===== config.mk =====
export PLATFORM = sky130hd
export DESIGN_NAME = imem_port_arbiter_flat
export DESIGN_NICKNAME = d
export VERILOG_FILES = /design/src/rtl/imem_port_arbiter_if.sv /design/src/rtl/imem_port_arbiter.sv /design/src/flat_wrapper.sv
export SDC_FILE = /design/constraint.sdc
export NUM_CORES = 1
export LEC_CHECK = 0
export CAP_MARGIN = 10
export CORE_AREA = 2 2 85 87
export CTS_BUF_LIST = sky130_fd_sc_hd__clkbuf_4 sky130_fd_sc_hd__clkbuf_8 sky130_fd_sc_hd__clkbuf_16
export DETAILED_ROUTE_END_ITERATION = 16
export DIE_AREA = 0 0 87 89
export GPL_TIMING_DRIVEN = 0
export PLACE_DENSITY = 0.72
export SETUP_SLACK_MARGIN = 0.5
export SYNTH_ARGS = -nofsm -noshare
export SYNTH_HDL_FRONTEND = slang
export SYNTH_SLANG_ARGS = --single-unit

===== constraint.sdc =====
create_clock -name clk -period 2.7 [get_ports clk]
set_clock_uncertainty 0.1 [all_clocks]
set_input_delay 0.81 -clock clk [delete_from_list [all_inputs] [get_ports clk]]
set_output_delay 0.81 -clock clk [all_outputs]
set_load 0.01 [all_outputs]

===== src/rtl/imem_port_arbiter_if.sv =====
// Handshake/bus bundle between the fetch unit, the load/store port, the shared
// single-port memory and the arbiter that multiplexes them.
interface imem_port_arbiter_if #(
    parameter int ADDR = 16,
    parameter int WORD = 32
);
    logic            if_req_i;
    logic [ADDR-1:0] if_addr_i;
    logic            if_gnt_o;
    logic            if_rvalid_o;
    logic [WORD-1:0] if_rdata_o;

    logic            d_req_i;
    logic            d_we_i;
    logic [ADDR-1:0] d_addr_i;
    logic [WORD-1:0] d_wdata_i;
    logic            d_gnt_o;
    logic            d_rvalid_o;
    logic [WORD-1:0] d_rdata_o;

    logic [ADDR-1:0] mem_a_o;
    logic            mem_w_o;
    logic [WORD-1:0] mem_d_o;
    logic [WORD-1:0] mem_q_i;

    logic            stall_if_o;

    // Arbiter side.
    modport slave (
        input  if_req_i, if_addr_i, d_req_i, d_we_i, d_addr_i, d_wdata_i, mem_q_i,
        output if_gnt_o, if_rvalid_o, if_rdata_o, d_gnt_o, d_rvalid_o, d_rdata_o,
               mem_a_o, mem_w_o, mem_d_o, stall_if_o
    );

    // Requester and memory side.
    modport master (
        output if_req_i, if_addr_i, d_req_i, d_we_i, d_addr_i, d_wdata_i, mem_q_i,
        input  if_gnt_o, if_rvalid_o, if_rdata_o, d_gnt_o, d_rvalid_o, d_rdata_o,
               mem_a_o, mem_w_o, mem_d_o, stall_if_o
    );
endinterface


===== src/rtl/imem_port_arbiter.sv =====
// Arbitrates the single-port instruction/data memory between fetch (read-only)
// and load/store (read/write); routes the one-cycle-late Q to the read's owner.
//
// rsp_owner | meaning
// ----------+-------------------------------------------------------------
// RSP_NONE  | no read issued last cycle; neither rvalid asserted
// RSP_IF    | fetch read granted last cycle; mem_q_i belongs to fetch
// RSP_D     | data read granted last cycle; mem_q_i belongs to load/store
module imem_port_arbiter #(
    parameter int ADDR       = 16,
    parameter int WORD       = 32,
    parameter int ARB_MODE   = 0,
    parameter int STARVE_MAX = 4
) (
    input logic               clk,
    input logic               rst,
    imem_port_arbiter_if.slave bus
);

    typedef enum logic [1:0] {
        RSP_NONE = 2'd0,
        RSP_IF   = 2'd1,
        RSP_D    = 2'd2
    } rsp_t;

    typedef enum logic {
        GRANT_IF   = 1'b0,
        GRANT_DATA = 1'b1
    } grant_t;

    localparam logic [3:0] STARVE_LIM = 4'(STARVE_MAX);

    rsp_t       rsp_owner;
    grant_t     last_grant;
    logic [3:0] starve_cnt;

    logic fetch_wins;
    logic if_gnt;
    logic d_gnt;

    always_comb begin
        fetch_wins = 1'b0;
        if (bus.if_req_i && !bus.d_req_i) begin
            fetch_wins = 1'b1;
        end else if (bus.if_req_i && bus.d_req_i) begin
            if (ARB_MODE == 1) begin
                fetch_wins = (last_grant == GRANT_DATA);
            end else begin
                fetch_wins = (starve_cnt == STARVE_LIM);
            end
        end
    end

    assign if_gnt = fetch_wins;
    assign d_gnt  = bus.d_req_i & ~fetch_wins;

    assign bus.if_gnt_o   = if_gnt;
    assign bus.d_gnt_o    = d_gnt;
    assign bus.stall_if_o = bus.if_req_i & ~if_gnt;

    // Memory pins are driven straight from the grant so the access lands on this edge.
    assign bus.mem_a_o = if_gnt ? bus.if_addr_i :
                         d_gnt  ? bus.d_addr_i  : {ADDR{1'b0}};
    assign bus.mem_w_o = d_gnt & bus.d_we_i;
    assign bus.mem_d_o = d_gnt ? bus.d_wdata_i : {WORD{1'b0}};

    assign bus.if_rdata_o  = bus.mem_q_i;
    assign bus.d_rdata_o   = bus.mem_q_i;
    assign bus.if_rvalid_o = (rsp_owner == RSP_IF);
    assign bus.d_rvalid_o  = (rsp_owner == RSP_D);

    always_ff @(posedge clk or negedge rst) begin
        if (!rst) begin
            rsp_owner  <= RSP_NONE;
            last_grant <= GRANT_DATA;
            starve_cnt <= 4'd0;
        end else begin
            if (if_gnt) begin
                rsp_owner <= RSP_IF;
            end else if (d_gnt && !bus.d_we_i) begin
                rsp_owner <= RSP_D;
            end else begin
                rsp_owner <= RSP_NONE;
            end

            if (if_gnt) begin
                last_grant <= GRANT_IF;
            end else if (d_gnt) begin
                last_grant <= GRANT_DATA;
            end

            // Saturates so fetch keeps winning until it is actually served.
            if (!bus.if_req_i || if_gnt) begin
                starve_cnt <= 4'd0;
            end else if (starve_cnt != STARVE_LIM) begin
                starve_cnt <= starve_cnt + 4'd1;
            end
        end
    end

endmodule


===== src/flat_wrapper.sv =====
// flat-port wrapper written by rule: the top's interface ports become plain ports
module imem_port_arbiter_flat 
#(
    parameter int ADDR       = 16,
    parameter int WORD       = 32,
    parameter int ARB_MODE   = 0,
    parameter int STARVE_MAX = 4
)
  (clk, rst, bus_if_req_i, bus_if_addr_i, bus_d_req_i, bus_d_we_i, bus_d_addr_i, bus_d_wdata_i, bus_mem_q_i, bus_if_gnt_o, bus_if_rvalid_o, bus_if_rdata_o, bus_d_gnt_o, bus_d_rvalid_o, bus_d_rdata_o, bus_mem_a_o, bus_mem_w_o, bus_mem_d_o, bus_stall_if_o);
  imem_port_arbiter_if #(.ADDR(ADDR), .WORD(WORD)) bus_i ();
  input logic clk;
  input logic rst;
  input wire logic [$bits(bus_i.if_req_i)-1:0] bus_if_req_i;
  input wire logic [$bits(bus_i.if_addr_i)-1:0] bus_if_addr_i;
  input wire logic [$bits(bus_i.d_req_i)-1:0] bus_d_req_i;
  input wire logic [$bits(bus_i.d_we_i)-1:0] bus_d_we_i;
  input wire logic [$bits(bus_i.d_addr_i)-1:0] bus_d_addr_i;
  input wire logic [$bits(bus_i.d_wdata_i)-1:0] bus_d_wdata_i;
  input wire logic [$bits(bus_i.mem_q_i)-1:0] bus_mem_q_i;
  output wire logic [$bits(bus_i.if_gnt_o)-1:0] bus_if_gnt_o;
  output wire logic [$bits(bus_i.if_rvalid_o)-1:0] bus_if_rvalid_o;
  output wire logic [$bits(bus_i.if_rdata_o)-1:0] bus_if_rdata_o;
  output wire logic [$bits(bus_i.d_gnt_o)-1:0] bus_d_gnt_o;
  output wire logic [$bits(bus_i.d_rvalid_o)-1:0] bus_d_rvalid_o;
  output wire logic [$bits(bus_i.d_rdata_o)-1:0] bus_d_rdata_o;
  output wire logic [$bits(bus_i.mem_a_o)-1:0] bus_mem_a_o;
  output wire logic [$bits(bus_i.mem_w_o)-1:0] bus_mem_w_o;
  output wire logic [$bits(bus_i.mem_d_o)-1:0] bus_mem_d_o;
  output wire logic [$bits(bus_i.stall_if_o)-1:0] bus_stall_if_o;
  assign bus_i.if_req_i = bus_if_req_i;
  assign bus_i.if_addr_i = bus_if_addr_i;
  assign bus_i.d_req_i = bus_d_req_i;
  assign bus_i.d_we_i = bus_d_we_i;
  assign bus_i.d_addr_i = bus_d_addr_i;
  assign bus_i.d_wdata_i = bus_d_wdata_i;
  assign bus_i.mem_q_i = bus_mem_q_i;
  assign bus_if_gnt_o = bus_i.if_gnt_o;
  assign bus_if_rvalid_o = bus_i.if_rvalid_o;
  assign bus_if_rdata_o = bus_i.if_rdata_o;
  assign bus_d_gnt_o = bus_i.d_gnt_o;
  assign bus_d_rvalid_o = bus_i.d_rvalid_o;
  assign bus_d_rdata_o = bus_i.d_rdata_o;
  assign bus_mem_a_o = bus_i.mem_a_o;
  assign bus_mem_w_o = bus_i.mem_w_o;
  assign bus_mem_d_o = bus_i.mem_d_o;
  assign bus_stall_if_o = bus_i.stall_if_o;
  imem_port_arbiter #(.ADDR(ADDR), .WORD(WORD), .ARB_MODE(ARB_MODE), .STARVE_MAX(STARVE_MAX)) u_core (.clk(clk), .rst(rst), .bus(bus_i));
endmodule

Yosys cells after proc, flatten, opt, wreduce, memory -nomap -nowiden --
Index checks and enable logic that the tools add are counted.
Cells by class: add/sub/neg operators 1, equal/unequal tests 4, muxes and demuxes 9, bitwise gates (word level) 4, reductions and logical operators 8
Operators with widths (number):
- $mux 16 | 2
- $mux 32 | 1
- $mux 4 | 2
- $add 4x1->4 const B | 1
- $eq 4x3->1 const B | 1
- $mux 2 | 2
- $ne 4x3->1 const B | 1
- $and 1x1->1 | 3
- $logic_and 1x1->1 | 3
- $logic_not 1->1 | 3
- $eq 2x1->1 const B | 1
- $eq 2x2->1 const B | 1
- $mux 1 | 2
- $reduce_bool 2->1 | 1
- $logic_or 1x1->1 | 1
- $not 1->1 | 1
Storage, ports and cells: flip-flop bits (word level) 6, output and inout port bits 118, word-level logic and storage cells 28

Logic depth before layout (Yosys ltp) --
word-level depth 8, mapped depth 6, depth with buffers taken out 5

Worst setup path before layout --
OpenSTA, ideal clock, no wires.
path type input -> output, from in bus_if_req_i, to out bus_mem_a_o[0], arrival 1.487 ns, required time 1.790 ns, setup slack 0.303 ns, stages on the path 4, buffers on the path 1, path through inv_1 o21a_4 buf_6 a22o_1
Between the ends: cells in the longest elaborated chain, start to end 7, elaborated cells on any way between the ends 8, classes of those cells mux: 4; bitwise: 2; reduce/logical: 2
Ends and longest elaborated chain:
- start: declaration | RTL line flat_wrapper.sv:13 | input wire logic [$bits(bus_i.if_req_i)-1:0] bus_if_req_i;
- $logic_and 1x1->1 | RTL line imem_port_arbiter.sv:45 | end else if (bus.if_req_i && bus.d_req_i) begin
- $mux 1 | RTL line imem_port_arbiter.sv:45
- $mux 1 (*) | RTL line imem_port_arbiter.sv:43 | if (bus.if_req_i && !bus.d_req_i) begin
- $not 1->1 | RTL line imem_port_arbiter.sv:55 | assign d_gnt = bus.d_req_i & ~fetch_wins;
- $and 1x1->1 | RTL line imem_port_arbiter.sv:55
- $mux 16 | RTL line imem_port_arbiter.sv:63 | d_gnt ? bus.d_addr_i : {ADDR{1'b0}};
- $mux 16 (*) | RTL line imem_port_arbiter.sv:62 | assign bus.mem_a_o = if_gnt ? bus.if_addr_i :
- end: declaration | RTL line flat_wrapper.sv:26 | output wire logic [$bits(bus_i.mem_a_o)-1:0] bus_mem_a_o;
Every way passes the cells marked *; elsewhere a longest branch is shown, timed or not.

Worst setup path after layout --
from reg u_core.starve_cnt[1], to out bus_mem_a_o[15]
Between the ends: cells in the longest elaborated chain, start to end 7
Ends and longest elaborated chain:
- start: declaration | RTL line imem_port_arbiter.sv:35 | logic [3:0] starve_cnt;
- start signal: assignment | RTL line imem_port_arbiter.sv:96 | starve_cnt <= starve_cnt + 4'd1;
- $eq 4x3->1 (*) | RTL line imem_port_arbiter.sv:49 | fetch_wins = (starve_cnt == STARVE_LIM);
- $mux 1 (*) | RTL line imem_port_arbiter.sv:45
- $mux 1 (*) | RTL line imem_port_arbiter.sv:43
- $not 1->1 | RTL line imem_port_arbiter.sv:55
- $and 1x1->1 | RTL line imem_port_arbiter.sv:55
- $mux 16 | RTL line imem_port_arbiter.sv:63
- $mux 16 (*) | RTL line imem_port_arbiter.sv:62
Marks and branches as above.

==> parameters.txt <==
Parameter                              Value

Finish
  FILL cells ... 660
  Antenna Cells ... 0
  Final standard cell area without fillers ... about 3400 um2
  Number of nets at the end of the flow ... around 460
  Fraction of layout cells with a size suffix above 1 ... ~52%
  Area added between synthesis and finish ... 188%
  Finished Core Util ... between 50% and 60%

Pwr
  Power density cells ... between 200 and 250 nW/um2
  Cell-internal power ... roughly 0.00052 W
  Net Sw Power ... between 0.0002 and 0.00025 W
  Standby leakage power ... 1.76 nW
  IR Drop Worst-Case VDD ... between 0.1 and 0.15 mV
  Sw Ratio ... 27.9%
  Sequential Power Share ... 13.1%
  Relative contribution of combinational cells to total power ... between 60 and 70%
  Total power of the final layout ... ~0.00073 W
  Fraction of power consumed by the clock network ... between 10% and 20%

Min path
  Hold/Removal Path Class ... reg -> reg
  Endpoint of the worst hold-timing path ... u_core.starve_cnt[0]
  Cell count of the worst hold path ... 2
  Critical hold path startpoint ... u_core.starve_cnt[0]

Run status
  Run status ... complete, no violations

Critical path
  Cell with the most instances on the worst path ... sky130_fd_sc_hd__buf_6
  Critical Path, Cell by Cell ... inv_1 -> ha_2 -> nand3b_4 -> o21a_4 -> buf_6 -> buf_6 -> a22o_1 -> buf_2
  Kind of critical path ... reg -> out
  Register-to-register path setup slack ... ~1.2 ns
  R2r endpoint ... u_core.rsp_owner[0]
  Startpoint class of the critical path ... flop
  Highest-delay cell along the critical path ... sky130_fd_sc_hd__dfrtp_1
  Worst Setup SP ... u_core.starve_cnt[1]
  Cell depth of the worst flop-to-flop path ... 8
  Crit. End Element ... output port
  Critical Path Max Stage Delay ... approximately 0.37 ns
  Start of the worst register-to-register path ... u_core.starve_cnt[1]
  Crit-path max FO ... 8
  Worst EP required ... ~1.8 ns
  Arrival time at the worst endpoint ... ~1.8 ns

Flow run
  Number of max-cap violations ... 0

Floorplanning
  Number of placement rows ... 30
  Die height ... between 80 and 90 um
  Starting utilization of the core area ... approximately 18%
  Boundary pin count ... approximately 220
  Width of the die ... 87 um
  Die footprint ... roughly 7700 um2
  Core ar. ... about 6700 um2

Placed design
  Dpl hpwl ... just under 5000 um
  Number of port buffers ... ~190
  GP Congestion ... 0.665
  Placed standard-cell area ... between 3000 and 4000 um2

Global route
  Largest net degree at the start of global routing ... 11
  Tot GR Track Use ... between 10 and 15%
  Wire length of the first global-routing pass ... 7660 um
  Global route total overflow ... 0
  Antenna violations before repair ... 0
  Number of global-route vias before repair ... 1,680

Drt
  DRC violation total after the first TritonRoute iteration ... 7
  Routed WL ... 5780 um
  DRC violation count after routing ... 0
  Routed len/inst ... approximately 13 um
  Antenna viol nets, final ... 0
  Total via count in the routed design ... ~1.7k
  Met1 wire length ... just under 2000 um
  Detail-routed via count per cell ... about 4
  Number of optimization iterations in the first detailed-route pass ... 3
  Met2 WL post-DR ... between 3000 and 4000 um
  Met3 routed wirelength ... about 540 um
  Highest metal used ... met3

Yosys
  Mapped cell area ... 1180 um2
  Share of synthesized cell area in and, or, nand and nor gates ... 23.0%
  Number of warnings printed during yosys synthesis ... 0
  Fraction of synthesized cell area taken by the top area cell type ... 41.5%
  Syn nets ... 249
  Synthesized-area fraction occupied by adder cells ... between 2 and 2.5%
  Synthesized netlist cell count ... 146
  Register bit count reported by yosys ... 6
  Synthesized area per cell ... approximately 8.1 um2
  Share of the synthesized area in compound gates (AO/OA/AOI/OAI) ... between 10% and 20%
  Top cell type by total area after synthesis ... sky130_fd_sc_hd__buf_4
  Area share of xor/xnor cells in the synthesized design ... 1.49%
  Top post-synthesis cells by area ... sky130_fd_sc_hd__buf_4, sky130_fd_sc_hd__and2_1, sky130_fd_sc_hd__dfrtp_1, sky130_fd_sc_hd__a22o_1, sky130_fd_sc_hd__ha_1
  Count of different cell masters after synthesis ... 17
  Combinational family with the most area after synthesis ... buffers and inverters
  Proportion of synthesized area in mux cells ... 0%
  Part of the Yosys area used for sequential elements ... between 10 and 15%

Clocking
  Sink count of the clock tree ... 6
  Clock root cell ... sky130_fd_sc_hd__clkbuf_8
  TritonCTS clock tree ... done
  Number of CTS-inserted buffers ... 3
  CTS Hold Bufs ... 0
  Clock transition at the register clock pins on the worst setup and hold paths after CTS ... approximately 0.04 ns
  Max Root-Sink Buffers ... 2
  Latest clock arrival within the worst-skew pair ... around 0.22 ns
  Maximum level of the CTS H-tree ... 1

STA
  Post-layout minimum cycle time ... approximately 2.7 ns
  Final clock period utilization by the worst path ... approximately 99%
  Number of setup violations in the final report ... 0
  Unrepaired setup endpoints after global routing ... yes
  Highest Clock Rate ... 0.372 GHz
  Slew of the pin with the lowest slew margin ... 0.263 ns
  Worst rel slew slack ... between 80% and 90%
  Final count of pins violating max slew ... 0
  Final hold vios ... 0
worst max-delay path: cells and delay by family, from the launching register on:
kind	cells	cell delay [ns]
DFF	1	0.37
and+or+nand+nor	1	0.09
buffers and inverters	4	0.43
adders and majority gates	1	0.19
AOI/OAI and AO/OA	2	0.47
synthesized netlist by cell type:
cell                        n
sky130_fd_sc_hd__buf_4     65
sky130_fd_sc_hd__and2_1    33
sky130_fd_sc_hd__a22o_1    16
sky130_fd_sc_hd__dfrtp_1    6
sky130_fd_sc_hd__inv_1      5
sky130_fd_sc_hd__nor2_1     4
sky130_fd_sc_hd__nor2b_1    3
sky130_fd_sc_hd__buf_6      2
sky130_fd_sc_hd__clkbuf_1   2
sky130_fd_sc_hd__ha_1       2
sky130_fd_sc_hd__nand3_1    2
sky130_fd_sc_hd__a21oi_4    1
sky130_fd_sc_hd__buf_2      1
sky130_fd_sc_hd__nand3b_4   1
sky130_fd_sc_hd__o21a_4     1
sky130_fd_sc_hd__xnor2_1    1
sky130_fd_sc_hd__xor2_1     1
per-stage QoR:
step                      instances  TNS (ns)  hold slack (ns)  setup slack [ns]
after global placement          412    -40.07            0.380            -0.864
after global routing            433    -0.451            0.468           -0.0502
after floorplan                 146         0            0.355             0.399
after CTS                       431         0            0.435            0.0144
after detailed placement        412    -40.22            0.386            -0.871
final                           433         0            0.440            0.0149
power by group through the flow:
stage	sequential (W)	clock (W)	combinational, W
detailed placement	0.0000966	0	0.000509
CTS	0.0000950	0.000133	0.000491
global route	0.0000953	0.000143	0.000532
finish	0.0000949	0.000132	0.000499
global placement	0.0000964	0	0.000505
floorplan	0.0000961	0	0.000203
logic make-up after synthesis:
| family | count (synthesis) |
|---|---|
| AND/OR/NAND/NOR | 43 |
| AO/OA/AOI/OAI | 18 |
| XOR/XNOR | 2 |
| flip-flops | 6 |
| buffers and inverters | 75 |
| adder cells (fa/ha/maj) | 2 |
layout by cell type (no fill, tap or decap):
cell type	count
sky130_fd_sc_hd__xnor2_1	1
sky130_fd_sc_hd__xor2_1	1
sky130_fd_sc_hd__nand3_1	1
sky130_fd_sc_hd__nand3b_4	1
sky130_fd_sc_hd__a22o_1	16
sky130_fd_sc_hd__nor2b_1	3
sky130_fd_sc_hd__clkbuf_8	6
sky130_fd_sc_hd__inv_12	1
sky130_fd_sc_hd__nor2_1	4
sky130_fd_sc_hd__buf_12	1
sky130_fd_sc_hd__nand3_4	1
sky130_fd_sc_hd__ha_1	1
sky130_fd_sc_hd__ha_2	1
sky130_fd_sc_hd__a21oi_4	1
sky130_fd_sc_hd__buf_4	72
sky130_fd_sc_hd__dlygate4sd2_1	64
sky130_fd_sc_hd__buf_2	19
sky130_fd_sc_hd__buf_6	43
sky130_fd_sc_hd__inv_1	4
sky130_fd_sc_hd__and2_4	33
sky130_fd_sc_hd__clkdlybuf4s15_2	2
sky130_fd_sc_hd__clkdlybuf4s50_1	67
sky130_fd_sc_hd__dfrtp_1	6
sky130_fd_sc_hd__dlymetal6s2s_1	1
sky130_fd_sc_hd__o21a_4	1
sky130_fd_sc_hd__buf_8	1
sky130_fd_sc_hd__clkbuf_16	1
flip-flops by register name, indices dropped and copies added, names as in the netlist:
signal / count
u_core.starve_cnt: 4
u_core.rsp_owner: 2
cell type report:
class / count / area [um2] / share of cell area, %
buffer: 70 / 557 / 16.4
sequential: 6 / 150 / 4.43
timing repair buffer: 204 / 1930 / 56.9
inverter: 5 / 31.3 / 0.922
clock buffer: 3 / 41.3 / 1.22
tap: 80 / 100 / 2.95
multi-input combinational: 65 / 582 / 17.2
repair_timing:
item	in CTS	in global routing
endpoints found under the setup margin	116	53
pin swaps	20	2
endpoints found under the hold margin	0	0
setup buffers	13	0
resized for setup	305	44
gates cloned	3	2
worst max-delay path by stage:
stage | endpoint | slack (ns) | cells past startpoint
floorplan | bus_mem_a_o[0] | 0.40 | 4
global placement | bus_mem_a_o[13] | -0.86 | 6
detailed placement | bus_mem_a_o[13] | -0.87 | 6
CTS | bus_mem_a_o[1] | 0.01 | 7
global route | bus_mem_a_o[15] | -0.05 | 8
finish | bus_mem_a_o[15] | 0.01 | 8
routing by layer:
metal	vias to the layer above	track usage [%]
li1	818	-
met1	768	13.1
met3	0	2.77
met4	0	1.70
met2	111	25.1
met5	-	0
No activity file was read; power rests on OpenSTA's default activity.
